## src/rtl/window_gen_3x3.sv

```systemverilog
// 3x3 sliding-window generator over a raster pixel stream, using two line buffers and a 3x3 shift array.
// Optional WINDOW_SOF_EN adds a sof input that forces the accepted pixel to be (0,0) of a new frame.
module window_gen_3x3 #(
  parameter int SIZE       = 8,
  parameter int IMG_WIDTH  = 16,
  parameter int IMG_HEIGHT = 16
) (
  input  logic              clk,
  input  logic              rst,
`ifdef WINDOW_SOF_EN
  input  logic              sof,
`endif
  input  logic [SIZE-1:0]   pix_in,
  input  logic              pix_valid,
  output logic [9*SIZE-1:0] window,
  output logic              win_valid,
  output logic              frame_done
);

  localparam int CW = $clog2(IMG_WIDTH);
  localparam int RW = $clog2(IMG_HEIGHT);
  localparam logic [CW-1:0] COL_LAST = CW'(IMG_WIDTH - 1);
  localparam logic [RW-1:0] ROW_LAST = RW'(IMG_HEIGHT - 1);

  logic [CW-1:0] col;
  logic [RW-1:0] row;
  logic [CW-1:0] cur_col;
  logic [RW-1:0] cur_row;
  logic          restart;
  logic          accept;

  logic [SIZE-1:0] line1 [IMG_WIDTH];
  logic [SIZE-1:0] line2 [IMG_WIDTH];
  logic [SIZE-1:0] up1;
  logic [SIZE-1:0] up2;

  logic [SIZE-1:0] sa [3][3];

`ifdef WINDOW_SOF_EN
  assign restart = sof;
`else
  assign restart = 1'b0;
`endif

  // Position of the pixel being presented; sof overrides the counters.
  assign cur_col = restart ? '0 : col;
  assign cur_row = restart ? '0 : row;
  assign accept  = pix_valid && !rst;

  assign up1 = line1[cur_col];
  assign up2 = line2[cur_col];

  always_ff @(posedge clk) begin
    if (rst) begin
      col <= '0;
      row <= '0;
    end else if (pix_valid) begin
      if (cur_col == COL_LAST) begin
        col <= '0;
        row <= (cur_row == ROW_LAST) ? '0 : cur_row + RW'(1);
      end else begin
        col <= cur_col + CW'(1);
        row <= cur_row;
      end
    end
  end

  // Line buffers are left uncleared; border suppression keeps stale lines out of every window.
  always_ff @(posedge clk) begin
    if (accept) begin
      line2[cur_col] <= up1;
      line1[cur_col] <= pix_in;
    end
  end

  // Column 2 is the newest; after two shifts into a new line, no previous-line column remains.
  always_ff @(posedge clk) begin
    if (rst) begin
      for (int i = 0; i < 3; i++) begin
        for (int j = 0; j < 3; j++) begin
          sa[i][j] <= '0;
        end
      end
    end else if (pix_valid) begin
      for (int i = 0; i < 3; i++) begin
        sa[i][0] <= sa[i][1];
        sa[i][1] <= sa[i][2];
      end
      sa[0][2] <= up2;
      sa[1][2] <= up1;
      sa[2][2] <= pix_in;
    end
  end

  always_ff @(posedge clk) begin
    if (rst) begin
      win_valid  <= 1'b0;
      frame_done <= 1'b0;
    end else begin
      win_valid  <= pix_valid && (cur_row >= RW'(2)) && (cur_col >= CW'(2));
      frame_done <= pix_valid && (cur_row == ROW_LAST) && (cur_col == COL_LAST);
    end
  end

  assign window = {sa[0][0], sa[0][1], sa[0][2],
                   sa[1][0], sa[1][1], sa[1][2],
                   sa[2][0], sa[2][1], sa[2][2]};

endmodule

```

## config.mk

```make
export PLATFORM = sky130hd
export DESIGN_NAME = window_gen_3x3
export DESIGN_NICKNAME = d
export VERILOG_FILES = /design/src/rtl/window_gen_3x3.sv
export SDC_FILE = /design/constraint.sdc
export NUM_CORES = 1
export LEC_CHECK = 0
export CAP_MARGIN = 10
export CELL_PAD_IN_SITES_DETAIL_PLACEMENT = 1
export CELL_PAD_IN_SITES_GLOBAL_PLACEMENT = 1
export CORE_MARGIN = 5
export CORE_UTILIZATION = 45
export CTS_BUF_LIST = sky130_fd_sc_hd__clkbuf_16
export DETAILED_ROUTE_END_ITERATION = 8
export DONT_BUFFER_PORTS = 1
export PLACE_DENSITY_LB_ADDON = 0.1
export SLEW_MARGIN = 25
export SYNTH_ARGS = -nofsm -noshare
export SYNTH_HDL_FRONTEND = slang
export SYNTH_SLANG_ARGS = --single-unit
```

## constraint.sdc

```tcl
create_clock -name clk -period 8.4 [get_ports clk]
set_clock_uncertainty 0.1 [all_clocks]
set_input_delay 0.42 -clock clk [delete_from_list [all_inputs] [get_ports clk]]
set_output_delay 0.42 -clock clk [all_outputs]
set_load 0.02 [all_outputs]
```

After elaboration in Yosys (flattened, before gate mapping)
Memory sizes are Yosys's and may differ from the RTL's. A register that Yosys moved wholly into a read port is not among the register bits.
Cells that the tools add are included.
- $add $sub $neg: 2
- $lt $le $gt $ge: 2
- equal/unequal tests: 2
- mux-type cells: 22
- bitwise gates (word level): 9
- reduce and logical (&&, ||, !) cells: 7
- operator list (operator ; number):
    2-to-1 mux 8 bit ; 9
    2-to-1 mux 4 bit ; 6
    bitwise OR 1 bit ; 9
    adder 4 x 1 -> 4 bit, second input constant ; 2
    == test 4 bit, second input constant ; 2
    >= comparator 4 x 2 -> 1 bit, second input constant ; 2
    2-to-1 mux 1 bit ; 7
    logical AND 1 bit ; 5
    AND reduction 2 bit ; 1
    zero test 1 bit ; 1
- bits in registers: 10
- RAM bits: 328
- input port bits: 11
- output and inout port bits: 74
- logic and storage cells: 51
- memories kept: 3
- memory list (memory ; depth ; bits a word ; read ports ; clocked after Yosys merged registers in ; wr ports ; line ; text):
    line1 ; 16 ; 8 ; 1 ; 1 ; 1 ; 32 ; logic [SIZE-1:0] line1 [IMG_WIDTH];
    line2 ; 16 ; 8 ; 1 ; 1 ; 1 ; 33 ; logic [SIZE-1:0] line2 [IMG_WIDTH];
    sa ; 3 ; 24 ; 3 ; 0 ; 3 ; 37 ; logic [SIZE-1:0] sa [3][3];

Longest topological paths before layout
- depth after elaboration: 4
- mapped depth: 8
- depth with buffers taken out: 5

Worst setup path after synthesis
OpenSTA, ideal clock, no wires.
- kind: input to register
- from: in rst
- to: mem line1[1][0], enable pin
- library setup time: 0.436 ns
- data arrival time: 2.530 ns
- data required time: 7.864 ns
- slack: 5.334 ns
- stages: 3
- path buffers: 1
- cells stage by stage: nand2b_1 > clkbuf_1 > nor4b_1
- longest elaborated chain between the ends: 4
- ends and longest elaborated chain (element ; line ; text):
    start, declared ; 9 ; input logic rst,
    zero test 1 bit ; 48 ; assign accept = pix_valid && !rst;
    logical AND 1 bit ; 48 ;
    2-to-1 mux 1 bit ; 70 ; if (accept) begin
    2-to-1 mux 1 bit (not written as such) ; 72 ; line1[cur_col] <= pix_in;
    end, declared ; 32 ;
No other way between the ends.

==> flow_metrics.tcl <==
set metrics [dict create \
    path_max_fanout 54 \
    cts.sinks 342 \
    drive_gt1_share_pct 20.9 \
    synth_top_cell_by_area "edfxtp_1" \
    diodes 0 \
    synth-seq-area-share_pct 77.5 \
    cts_tree "built" \
    p_seq_share_pct 54.1 \
    synth_area_leaders "edfxtp_1, mux4_2, and2_1" \
    cp_slowest_cell "nor2_1" \
    drt-pass1-iter-count 5 \
    synth_edf_count 328 \
    worst-r2r-setup-slack_ps 5480 \
    vias_per_cell 5.57 \
    slowest_delay_ps 780 \
    insertion_delay_ps 500 \
    hold_path_class "primary input to flip-flop" \
    p_per_area_nw_per_um2 246 \
    dpl.hpwl_mm 16.4 \
    synthMuxAreaShare_pct 11.4 \
    syn2layout_area_growth_pct 13.3 \
    port_buffers 0 \
    synth_top_area_share_pct 75.3 \
    start_util_pct 45.6 \
    grt_pass1_wl_mm 42.6 \
    vdd_drop_max_mv 0.128 \
    power_frac_clock_pct 42.1 \
    path_cells "buf_4 -> nand2b_1 -> o22ai_1 -> nor2_1" \
    gr-usage-met2_pct 27.8 \
    place_congestion 0.708 \
    setup_viol 0 \
    p_int_mw 2.89 \
    die_h_um 180 \
    start_kind "flip-flop" \
    routedWlPerCell_um 25.7 \
    ys_types 41 \
    ant_nets 0 \
    postCtsResizedCells 0 \
    synth_seq_cells 342 \
    swShare_pct 20.7 \
    hold_viol_final 0 \
    via_count 6090 \
    cts_buffers 37 \
    rsz0062_at_grt "no" \
    clk_path_buf_depth 3 \
    die_w_um 180 \
    grt_pass1_vias 6553 \
    max_freq_ghz 0.343 \
    die_area_um2 32600 \
    slew_viol_final 0 \
    synthArstFlopShare_pct 0 \
    grt_max_degree 73 \
    drtIter0Drc 418 \
    setup_tns_ps 0 \
    root_buffer "clkbuf_16" \
    cts_setup_buffers 0 \
    design.core.area_um2 28700 \
    utilization_pct 51.6 \
    grt_remaining_overflow 0 \
    holdWs_ps 19.2 \
    gr-usage-all-layers_pct 17.3 \
    fin_crit_sh_pct 34.8 \
    clkSlewWorstSetupHoldPaths_ps 60 \
    fin_crit_ps 2920 \
    drt-total-wl_mm 28.1 \
    nets 701 \
    antenna_found_initial 1 \
    synth_compound_area_share_pct 2.33 \
    yosys.area_share.simple_pct 6.52 \
    layoutNonFillerInstCount 1093 \
    drv_cap 0 \
    synth-adder-area-share_pct 0.574 \
    dp_cells 1017 \
    grt.met3_usage_pct 4.62 \
    synth_top_family_by_area "multiplexers" \
    crit_type "flip-flop to flip-flop" \
    synth.avg_cell_area_um2 20.1 \
    use_met1_pct 24.0 \
    synth_fp_nets 668 \
    io-pin-count 85 \
    top_usage_layer "met2" \
    leakagePower_nw 4.77 \
    status "finished, final reports clean" \
    max_slew_margin_pct 33.9 \
    drc 0 \
    critPathCaptureType "flip-flop" \
    netlist_area_um2 13100 \
    yosysWarningCount 0 \
    postCtsHoldBufs 10 \
    yosys_most_used_dff "edfxtp_1" \
    arrival_ps 2980 \
    synth_cells 651 \
    htree_levels 2 \
    pwr-share-comb_pct 3.8 \
    worst_slew_pin_slew_ps 987 \
    cp.required_ps 8460 \
    num_rows 62 \
    yosys.area_share.xor_xnor_pct 0.134 \
    p_sw_mw 0.758 \
]
power groups by stage:
stage          Clock [mW]  Sequential [mW]  Combinational, mW
2_1_floorplan           0             2.00             0.0910
3_3_place_gp            0             2.01              0.122
3_5_place_dp            0             2.01              0.127
4_1_cts              1.58             1.98              0.140
5_1_grt              1.66             1.98              0.152
6_report             1.54             1.98              0.138
cells in the mapped netlist (6+ instances only):
| cell | n |
|---|---|
| a21oi_1 | 9 |
| edfxtp_1 | 328 |
| mux2i_1 | 13 |
| nor2_1 | 19 |
| mux4_2 | 56 |
| nand3_1 | 6 |
| and2_1 | 63 |
| nor2b_1 | 9 |
| a22oi_1 | 8 |
| clkbuf_1 | 13 |
| o22ai_1 | 8 |
| buf_2 | 10 |
| nand2_1 | 16 |
| a211oi_1 | 6 |
| nor3_1 | 12 |
| dfxtp_1 | 14 |
| nand2b_1 | 6 |
| ha_1 | 6 |
kinds of logic after synthesis:
logic type      Yosys count
mux                      73
xor+xnor                  2
flops                   342
simple gates            149
buf+inv                  36
fa+ha+maj                 6
compound gates           43
worst paths after layout:
| check | startpoint | endpoint | cells after the start |
|---|---|---|---|
| max reg2reg | flip-flop | line2[0][7] | 4 |
| min | pix_valid | col[1] | 2 |
| max | flip-flop | line2[0][7] | 4 |
| min reg2reg | cur_row[3] | frame_done | 2 |
worst max-delay path, delay by kind of cell, from the launching register on:
kind,cells,cell delay [ps]
AO/OA/AOI/OAI,1,180
AND/OR/NAND/NOR,2,1240
buffers and inverters,1,720
flip-flops,1,310
per-layer routing:
layer	wire length, um	vias up	share of wire [%]
met5	0	-	0
met4	610	0	2.2
met3	1990	40	7.1
met2	13500	200	48
met1	12000	3173	43
li1	-	2677	-
metrics by stage:
stage	setup slack [ps]	total power [mW]	area [um2]
2_1_floorplan	5330	2.09	13100
3_3_place_gp	5490	2.13	13500
3_5_place_dp	5360	2.14	13500
4_1_cts	5340	3.70	14800
5_1_grt	5240	3.79	14800
6_report	5480	3.65	14800
layout make-up:
type	count	area, um2
clock buffer	37	926
clock inverter	27	228
fill	2581	13900
inverter	4	15.0
multi-input combinational	273	2800
sequential	342	10100
tap	384	480
timing repair buffer	26	236
cells in the final DEF (no fill, tap or decap), types with 5 or more instances in the layout:
| cell type | synthesis | layout |
|---|---|---|
| a211oi_1 | 6 | 6 |
| a21oi_1 | 9 | 9 |
| a22oi_1 | 8 | 8 |
| and2_1 | 63 | 58 |
| and2_2 | 0 | 5 |
| buf_4 | 4 | 14 |
| clkbuf_16 | 0 | 37 |
| clkinv_1 | 0 | 8 |
| clkinv_2 | 0 | 7 |
| dfxtp_1 | 14 | 11 |
| dlygate4sd3_1 | 0 | 10 |
| edfxtp_1 | 328 | 328 |
| ha_1 | 6 | 6 |
| inv_1 | 4 | 9 |
| mux2i_1 | 13 | 13 |
| mux4_2 | 56 | 56 |
| nand2_1 | 16 | 16 |
| nand2b_1 | 6 | 6 |
| nand3_1 | 6 | 6 |
| nor2_1 | 19 | 16 |
| nor2b_1 | 9 | 8 |
| nor3_1 | 12 | 12 |
| o22ai_1 | 8 | 8 |
flip-flops by register name (all words and copies together), names as in the netlist, named ones only:
signal and cells:
sa 72, line2 128, frame_done 1, col 4, cur_row 4, line1 128, win_valid 1
(Power assumes the default switching activity.)
